==> config.mk <==
export PLATFORM = sky130hd
export DESIGN_NAME = add_round_key_stage
export DESIGN_NICKNAME = d
export VERILOG_FILES = /design/src/rtl/add_round_key_stage.sv
export SDC_FILE = /design/constraint.sdc
export NUM_CORES = 1
export LEC_CHECK = 0
export CORE_MARGIN = 5
export CORE_UTILIZATION = 25
export CTS_CLUSTER_DIAMETER = 150
export DETAILED_ROUTE_END_ITERATION = 8
export MAX_ROUTING_LAYER = met4
export PLACE_DENSITY_LB_ADDON = 0.12
export SYNTH_ARGS = -nofsm -noshare
export SYNTH_HDL_FRONTEND = slang
export SYNTH_SLANG_ARGS = --single-unit
export TNS_END_PERCENT = 100
==> constraint.sdc <==
create_clock -name clk -period 1.7 [get_ports clk]
set_clock_uncertainty 0.15 [all_clocks]
set_input_delay 0.34 -clock clk [delete_from_list [all_inputs] [get_ports clk]]
set_output_delay 0.34 -clock clk [all_outputs]
set_load 0.01 [all_outputs]
==> src/rtl/add_round_key_stage.sv <==
`default_nettype none
// ============================================================================
// Module      : add_round_key_stage
// Description : AES AddRoundKey pipeline stage. XORs the column-mixed state
//               with the round key, tags every result with its round number
//               inside the block and flags round-sequence errors. A
//               valid/ready handshake sits on both sides.
// Revision    : 1.0 - initial release
// ----------------------------------------------------------------------------
// Parameters
//   NR         number of AES rounds per block (1..15)
// Build option
//   SKID_BUF_EN  defined   : output register plus one-entry skid register,
//                            in_ready comes straight from a flop
//                undefined : single output register, in_ready is
//                            !out_valid || out_ready
// Ports
//   clk        in   1    clock, rising edge
//   rst        in   1    synchronous active-high reset
//   in_valid   in   1    upstream beat present
//   in_ready   out  1    beat accepted this cycle when in_valid is high
//   state_in   in   128  mixColumns result, byte 0 at bits 0:7
//   round_key  in   128  round key, sampled with state_in
//   in_last    in   1    beat is the final round of its block
//   out_valid  out  1    result present on state_out
//   out_ready  in   1    downstream takes the result
//   state_out  out  128  state_in ^ round_key
//   out_last   out  1    in_last carried with the result
//   round_idx  out  4    round number of the result (1..NR)
//   err        out  1    sticky round-sequence error
// ============================================================================
module add_round_key_stage #(
  parameter int NR = 10
) (
  input  logic         clk,
  input  logic         rst,
  input  logic         in_valid,
  output logic         in_ready,
  input  logic [0:127] state_in,
  input  logic [0:127] round_key,
  input  logic         in_last,
  output logic         out_valid,
  input  logic         out_ready,
  output logic [0:127] state_out,
  output logic         out_last,
  output logic [3:0]   round_idx,
  output logic         err
);

  localparam logic [3:0] c_last_round = 4'(NR);

  // --------------------------------------------------------------------------
  // Round tracking, shared by both buffer builds
  // --------------------------------------------------------------------------
  logic         w_accept;
  logic [3:0]   w_tag;
  logic         w_seq_err;
  logic [0:127] w_beat_data;

  logic [3:0]   rc_q, rc_d;
  logic         err_q, err_d;

  assign w_accept    = in_valid && in_ready;
  assign w_tag       = rc_q + 4'd1;
  assign w_beat_data = state_in ^ round_key;
  // A final beat must land exactly on round NR; a non-final beat reaching NR
  // means the block is running past its round budget.
  assign w_seq_err   = in_last ? (w_tag != c_last_round) : (w_tag == c_last_round);

  always_comb begin
    rc_d  = rc_q;
    err_d = err_q;
    if (w_accept) begin
      // Overrun wraps the counter so the following beat restarts at round 1.
      rc_d  = (in_last || (w_tag == c_last_round)) ? 4'd0 : w_tag;
      err_d = err_q | w_seq_err;
    end
  end

  always_ff @(posedge clk) begin
    if (rst) begin
      rc_q  <= 4'd0;
      err_q <= 1'b0;
    end else begin
      rc_q  <= rc_d;
      err_q <= err_d;
    end
  end

  assign err = err_q;

  // --------------------------------------------------------------------------
  // Output register
  // --------------------------------------------------------------------------
  logic         out_valid_q, out_valid_d;
  logic [0:127] out_data_q,  out_data_d;
  logic         out_last_q,  out_last_d;
  logic [3:0]   out_idx_q,   out_idx_d;

  assign out_valid = out_valid_q;
  assign state_out = out_data_q;
  assign out_last  = out_last_q;
  assign round_idx = out_idx_q;

`ifdef SKID_BUF_EN
  // --------------------------------------------------------------------------
  // Skid-buffered build: in_ready is a flop, so a beat may arrive in the same
  // cycle the output stalls; the skid entry absorbs that one beat.
  // --------------------------------------------------------------------------
  logic         skid_full_q, skid_full_d;
  logic [0:127] skid_data_q, skid_data_d;
  logic         skid_last_q, skid_last_d;
  logic [3:0]   skid_idx_q,  skid_idx_d;
  logic         in_ready_q,  in_ready_d;

  always_comb begin
    out_valid_d = out_valid_q;
    out_data_d  = out_data_q;
    out_last_d  = out_last_q;
    out_idx_d   = out_idx_q;
    skid_full_d = skid_full_q;
    skid_data_d = skid_data_q;
    skid_last_d = skid_last_q;
    skid_idx_d  = skid_idx_q;
    if (!out_valid_q || out_ready) begin
      if (skid_full_q) begin
        // Older skid beat goes first to keep order; in_ready is low while
        // the skid is full, so no new beat competes here.
        out_valid_d = 1'b1;
        out_data_d  = skid_data_q;
        out_last_d  = skid_last_q;
        out_idx_d   = skid_idx_q;
        skid_full_d = 1'b0;
      end else if (w_accept) begin
        out_valid_d = 1'b1;
        out_data_d  = w_beat_data;
        out_last_d  = in_last;
        out_idx_d   = w_tag;
      end else begin
        out_valid_d = 1'b0;
      end
    end else if (w_accept) begin
      skid_full_d = 1'b1;
      skid_data_d = w_beat_data;
      skid_last_d = in_last;
      skid_idx_d  = w_tag;
    end
    in_ready_d = !skid_full_d;
  end

  always_ff @(posedge clk) begin
    if (rst) begin
      out_valid_q <= 1'b0;
      out_data_q  <= '0;
      out_last_q  <= 1'b0;
      out_idx_q   <= 4'd0;
      skid_full_q <= 1'b0;
      skid_data_q <= '0;
      skid_last_q <= 1'b0;
      skid_idx_q  <= 4'd0;
      in_ready_q  <= 1'b1;
    end else begin
      out_valid_q <= out_valid_d;
      out_data_q  <= out_data_d;
      out_last_q  <= out_last_d;
      out_idx_q   <= out_idx_d;
      skid_full_q <= skid_full_d;
      skid_data_q <= skid_data_d;
      skid_last_q <= skid_last_d;
      skid_idx_q  <= skid_idx_d;
      in_ready_q  <= in_ready_d;
    end
  end

  // The reset gate keeps the stage closed during the reset cycle itself.
  assign in_ready = in_ready_q && !rst;

`else
  // --------------------------------------------------------------------------
  // Single-register build: the stage can take a beat whenever the output is
  // empty or being drained in the same cycle.
  // --------------------------------------------------------------------------
  assign in_ready = !rst && (!out_valid_q || out_ready);

  always_comb begin
    out_valid_d = out_valid_q;
    out_data_d  = out_data_q;
    out_last_d  = out_last_q;
    out_idx_d   = out_idx_q;
    if (!out_valid_q || out_ready) begin
      if (w_accept) begin
        out_valid_d = 1'b1;
        out_data_d  = w_beat_data;
        out_last_d  = in_last;
        out_idx_d   = w_tag;
      end else begin
        out_valid_d = 1'b0;
      end
    end
  end

  always_ff @(posedge clk) begin
    if (rst) begin
      out_valid_q <= 1'b0;
      out_data_q  <= '0;
      out_last_q  <= 1'b0;
      out_idx_q   <= 4'd0;
    end else begin
      out_valid_q <= out_valid_d;
      out_data_q  <= out_data_d;
      out_last_q  <= out_last_d;
      out_idx_q   <= out_idx_d;
    end
  end
`endif

endmodule
`default_nettype wire
== Word-level counts from Yosys, hierarchy flattened ==
Index checks and enable logic that the tools add are counted.

* Flip-flop bits (word level): 139
* Input bits: 261
* Output and inout port bits: 136

* Add/sub/neg operators: 1
* Eq/ne operators: 2
* Mux-type cells: 3
* Bitwise operators: 2
* Reductions and logical operators: 7

{| class="wikitable"
|+ Operators with widths
! kind !! number
|-
| $xor A128 B128 Y128 || 1
|-
| $add A4 B1 Y4 const B || 1
|-
| $eq A4 B4 Y1 const B || 1
|-
| $mux W4 || 1
|-
| $ne A4 B4 Y1 const B || 1
|-
| $logic_and A1 B1 Y1 || 2
|-
| $logic_not A1 Y1 || 2
|-
| $logic_or A1 B1 Y1 || 2
|-
| $mux W1 || 2
|-
| $reduce_and A2 Y1 || 1
|-
| $or A1 B1 Y1 || 1
|}

== Logic depth before layout (Yosys ltp) ==
* Depth after elaboration: 5
* Depth in mapped cells: 7
* Mapped depth without buffers: 7

== Least setup slack after synthesis ==
No wires, ideal clock.

* Kind: register -> register
* Start: register rc_q[0]
* End: register rc_q[3]
* Arrival time: 1399 ps
* Required time: 1410 ps
* Setup slack: 10 ps
* Stages on the path, launching flop included: 8
* Path buffers: 0
* Period minus slack after synthesis: 1690 ps
* Path through: dfxtp_1 -> ha_1 -> xnor2_1 -> nand3b_1 -> ha_1 -> nor3b_1 -> nand4_1 -> o311ai_0

* Cells in the longest elaborated chain, start to end: 4

{| class="wikitable"
|+ Ends and longest elaborated chain
! item !! RTL line !! source
|-
| start: declaration || 60 || <nowiki>logic [3:0] rc_q, rc_d;</nowiki>
|-
| start signal: assignment || 85 || <nowiki>rc_q <= rc_d;</nowiki>
|-
| $add A4 B1 Y4 (*) || 64 || <nowiki>assign w_tag = rc_q + 4'd1;</nowiki>
|-
| $eq A4 B4 Y1 || 75 || <nowiki>rc_d = (in_last || (w_tag == c_last_round)) ? 4'd0 : w_tag;</nowiki>
|-
| $logic_or A1 B1 Y1 || 75 ||
|-
| $mux W4 (*) || 75 ||
|}

Every way passes the cells marked *; elsewhere a longest branch is shown, timed or not.
A chain may end at the register's enable or synchronous reset.

== Worst setup path after layout ==
* Start: register rc_q[1]
* End: register rc_q[3]

Same word-level chain as after synthesis.

==> metrics <==
status finished with violations; failing checks negative setup slack; DP HPWL 19100 um; first-pass GRT wire length 38500 um; kind of critical path reg -> reg; worst vdd ir 0.426 mV; worst slew pin tran 0.362 ns; H-Tree Level Count 4; first drt pass iteration count 4; final setup fails 1; share of cells above drive strength 1 9.48%; largest net degree at the start of global routing 71; final instance area 12000 sq um; IO Port Bufs 396; Die Span Y 173 um; Core Region 26100 sq um; leak pwr 0.00504 uW; Avg Cell Area, Syn 8.79 sq um; f_max 583 MHz; Clock Path Buffers 2; Max-Cap Viols 0; Clk pin slew, worst setup/hold paths 0.06 ns; CTS Root Cell clkbuf_16; ANT cells 0; slowest stage delay, CP 0.35 ns; drt initial violations 296; Avg WL per Cell 17.2 um; Reg2Reg Depth 7; Yosys reg bits 139; Slowest cell on crit path dfxtp_2; Seq/Total Area, Yosys 41.7%; count of fill cells added during filler insertion 2694; yosys warns 0; Initial Util 25.5%; Setup crit start kind flop; Layout area overhead 79.3%; full die area 30100 sq um; smallest hold slack 0.158 ns; cell row count 59; pwr dens 807 nW/um^2; Final ANT Viol Nets 0; Max-slew headroom 75.8%; Cell Chain, Critical Path and3_4 > xnor2_2 > nand3b_1 > ha_2 > nand2_1 > or3_1 > o311ai_1; gr ovfl total 0; RSZ-0062 raised after global routing yes; CP Capture Type flop; vias in the first global route 6659; CP arrival 1.88 ns; DR DRC count 0; synthesized area 6670 sq um; area post-placement 11300 sq um; distinct cell type count after synthesis 35; initial antenna violation count 0; Syn Nets 1023; fin crit share 101%; drt via density 4.38; DR vias 6635; total track usage 16.6%; worst hold stages 3; critical path required time 1.86 ns; Die Width 173 um; IO Count 397; Hold Buf Count CTS 0; slack of the critical path -0.0141 ns; Tmin final 1.71 ns; CTS buffer count 17; gpl congestion 0.738; hold violation total from the final report 0; CP Max Fanout 4; Detailed Route WL 26100 um; clock sink total 139; layout net count 1432; Slew Limit Fails 0; CTS tree built; Hold Path Class in -> reg; Worst-Skew Late Latency 0.41 ns; synthesized netlist cell count 759
==> cells by family (layout without fill, tap and decap cells) <==
group                      count (synthesis)  count (layout)  share of synthesized area, %
and+or+nand+nor                          277             277                          23.7
AOI/OAI and AO/OA                        145             145                          11.8
DFF                                      139             139                          41.7
xor gates and xnor gates                 130             130                          17.1
buffers and inverters                     65             487                          5.14
adders and majority gates                  3               3                         0.563
==> cell usage after synthesis <==
| cell type | count | area, sq um |
|---|---|---|
| a41o_1 | 1 | 10.0 |
| inv_1 | 5 | 18.8 |
| clkbuf_2 | 7 | 35.0 |
| buf_4 | 5 | 37.5 |
| clkbuf_1 | 23 | 86.3 |
| a311oi_1 | 1 | 8.76 |
| buf_6 | 7 | 78.8 |
| o21ai_1 | 19 | 95.1 |
| nor2b_2 | 1 | 8.76 |
| nor2_1 | 4 | 15.0 |
| nor3b_1 | 1 | 7.51 |
| a211oi_1 | 2 | 15.0 |
| or3_1 | 1 | 6.26 |
| nand2_1 | 1 | 3.75 |
| a211oi_2 | 1 | 12.5 |
| and2b_2 | 1 | 8.76 |
| a31oi_1 | 1 | 6.26 |
| xnor2_1 | 2 | 17.5 |
| a21oi_1 | 6 | 30.0 |
| nand3b_1 | 1 | 7.51 |
| nor2_4 | 1 | 11.3 |
| nand4b_1 | 1 | 8.76 |
| o311ai_0 | 1 | 8.76 |
| nand3_1 | 130 | 651 |
| and3_1 | 1 | 6.26 |
| nand2b_4 | 1 | 13.8 |
| buf_1 | 3 | 11.3 |
| o21ai_0 | 103 | 515 |
| nand2b_1 | 131 | 820 |
| xor2_1 | 128 | 1120 |
| nand4_1 | 2 | 12.5 |
| dfxtp_1 | 139 | 2780 |
| buf_2 | 15 | 75.1 |
| o21ai_2 | 10 | 87.6 |
| ha_1 | 3 | 37.5 |
==> metal layers <==
metal	wire length (um)	track usage [%]	part of all wire, %
met1	11000	19.4	42
met5	0	-	0
met2	13000	28.0	50
met3	1880	5.26	7.2
met4	296	3.82	1.1
==> cell type report <==
type | instances | area [sq um] | share of cell area (%)
clock buffers | 20 | 447 | 3.73
clock inverters | 12 | 139 | 1.16
inverters | 5 | 18.8 | 0.157
multi-input cells | 555 | 3600 | 30.1
flip-flops and latches | 139 | 2790 | 23.3
well taps | 335 | 419 | 3.50
repair buffers | 450 | 4550 | 38.0
==> final timing paths <==
| path | from | to | slack [ns] |
|---|---|---|---|
| setup / recovery | rc_q[1]$_SDFFE_PP0P_ | rc_q[3]$_SDFFE_PP0P_ | -0.01 |
| hold / removal | rst | out_valid$_SDFFE_PP0N_ | 0.16 |
| setup reg to reg | rc_q[1]$_SDFFE_PP0P_ | rc_q[3]$_SDFFE_PP0P_ | -0.01 |
| hold reg to reg | state_out[12]$_SDFFE_PP0P_ | state_out[12]$_SDFFE_PP0P_ | 0.31 |
==> worst max-delay path, delay by kind of cell (launching register included) <==
| family | cells | cell delay [ns] |
|---|---|---|
| fa+ha+maj | 1 | 0.22 |
| flops | 1 | 0.35 |
| xor+xnor | 1 | 0.12 |
| simple gates | 4 | 0.71 |
| compound gates | 1 | 0.07 |
==> flip-flops by register name (all words and copies together) (netlist names) <==
register and count:
rc_q 4, out_last 1, state_out 128, err 1, out_valid 1, round_idx 4
==> power breakdown <==
part           internal (uW)  switching (uW)  leakage, uW
clock network           2220            1530     0.000274
logic                   1260             961      0.00361
registers               3550             137      0.00115
total                   7020            2630      0.00504
==> stage by stage <==
step,power (uW),setup TNS (ns),cells,setup slack (ns),utilization [%]
after floorplan,4550,0,759,0.0104,-
after global placement,6140,-49.51,1475,-0.534,43.3
after detailed placement,6150,-53.85,1475,-0.569,43.3
after CTS,9770,-2.71,1508,-0.118,45.1
after global routing,10100,-0.151,1516,-0.0861,45.8
final,9650,-0.0141,1516,-0.0141,45.8
==> placed cells by master, fill, tap and decap left out, drive strengths merged, types with 2 or more instances in the layout <==
| master | netlist | layout |
|---|---|---|
| clkdlybuf4s50 | 0 | 258 |
| xnor2 | 2 | 2 |
| nand3 | 130 | 130 |
| buf | 30 | 53 |
| clkinv | 0 | 3 |
| nor2 | 5 | 5 |
| bufinv | 0 | 2 |
| a211oi | 3 | 3 |
| nand2b | 132 | 132 |
| clkbuf | 30 | 23 |
| inv | 5 | 8 |
| nand4 | 2 | 2 |
| dlygate4sd2 | 0 | 134 |
| xor2 | 128 | 128 |
| clkinvlp | 0 | 4 |
| ha | 3 | 3 |
| dfxtp | 139 | 139 |
| a21oi | 6 | 6 |
| o21ai | 132 | 132 |
==> timing repair <==
item / CTS / global route
pin swaps: 3 / 5
setup endpoints to repair: 144 / 124
resized for setup: 148 / 9
buffers inserted: 0 / 4
cloned: 1 / 4
No activity file was read; power rests on OpenSTA's default activity.
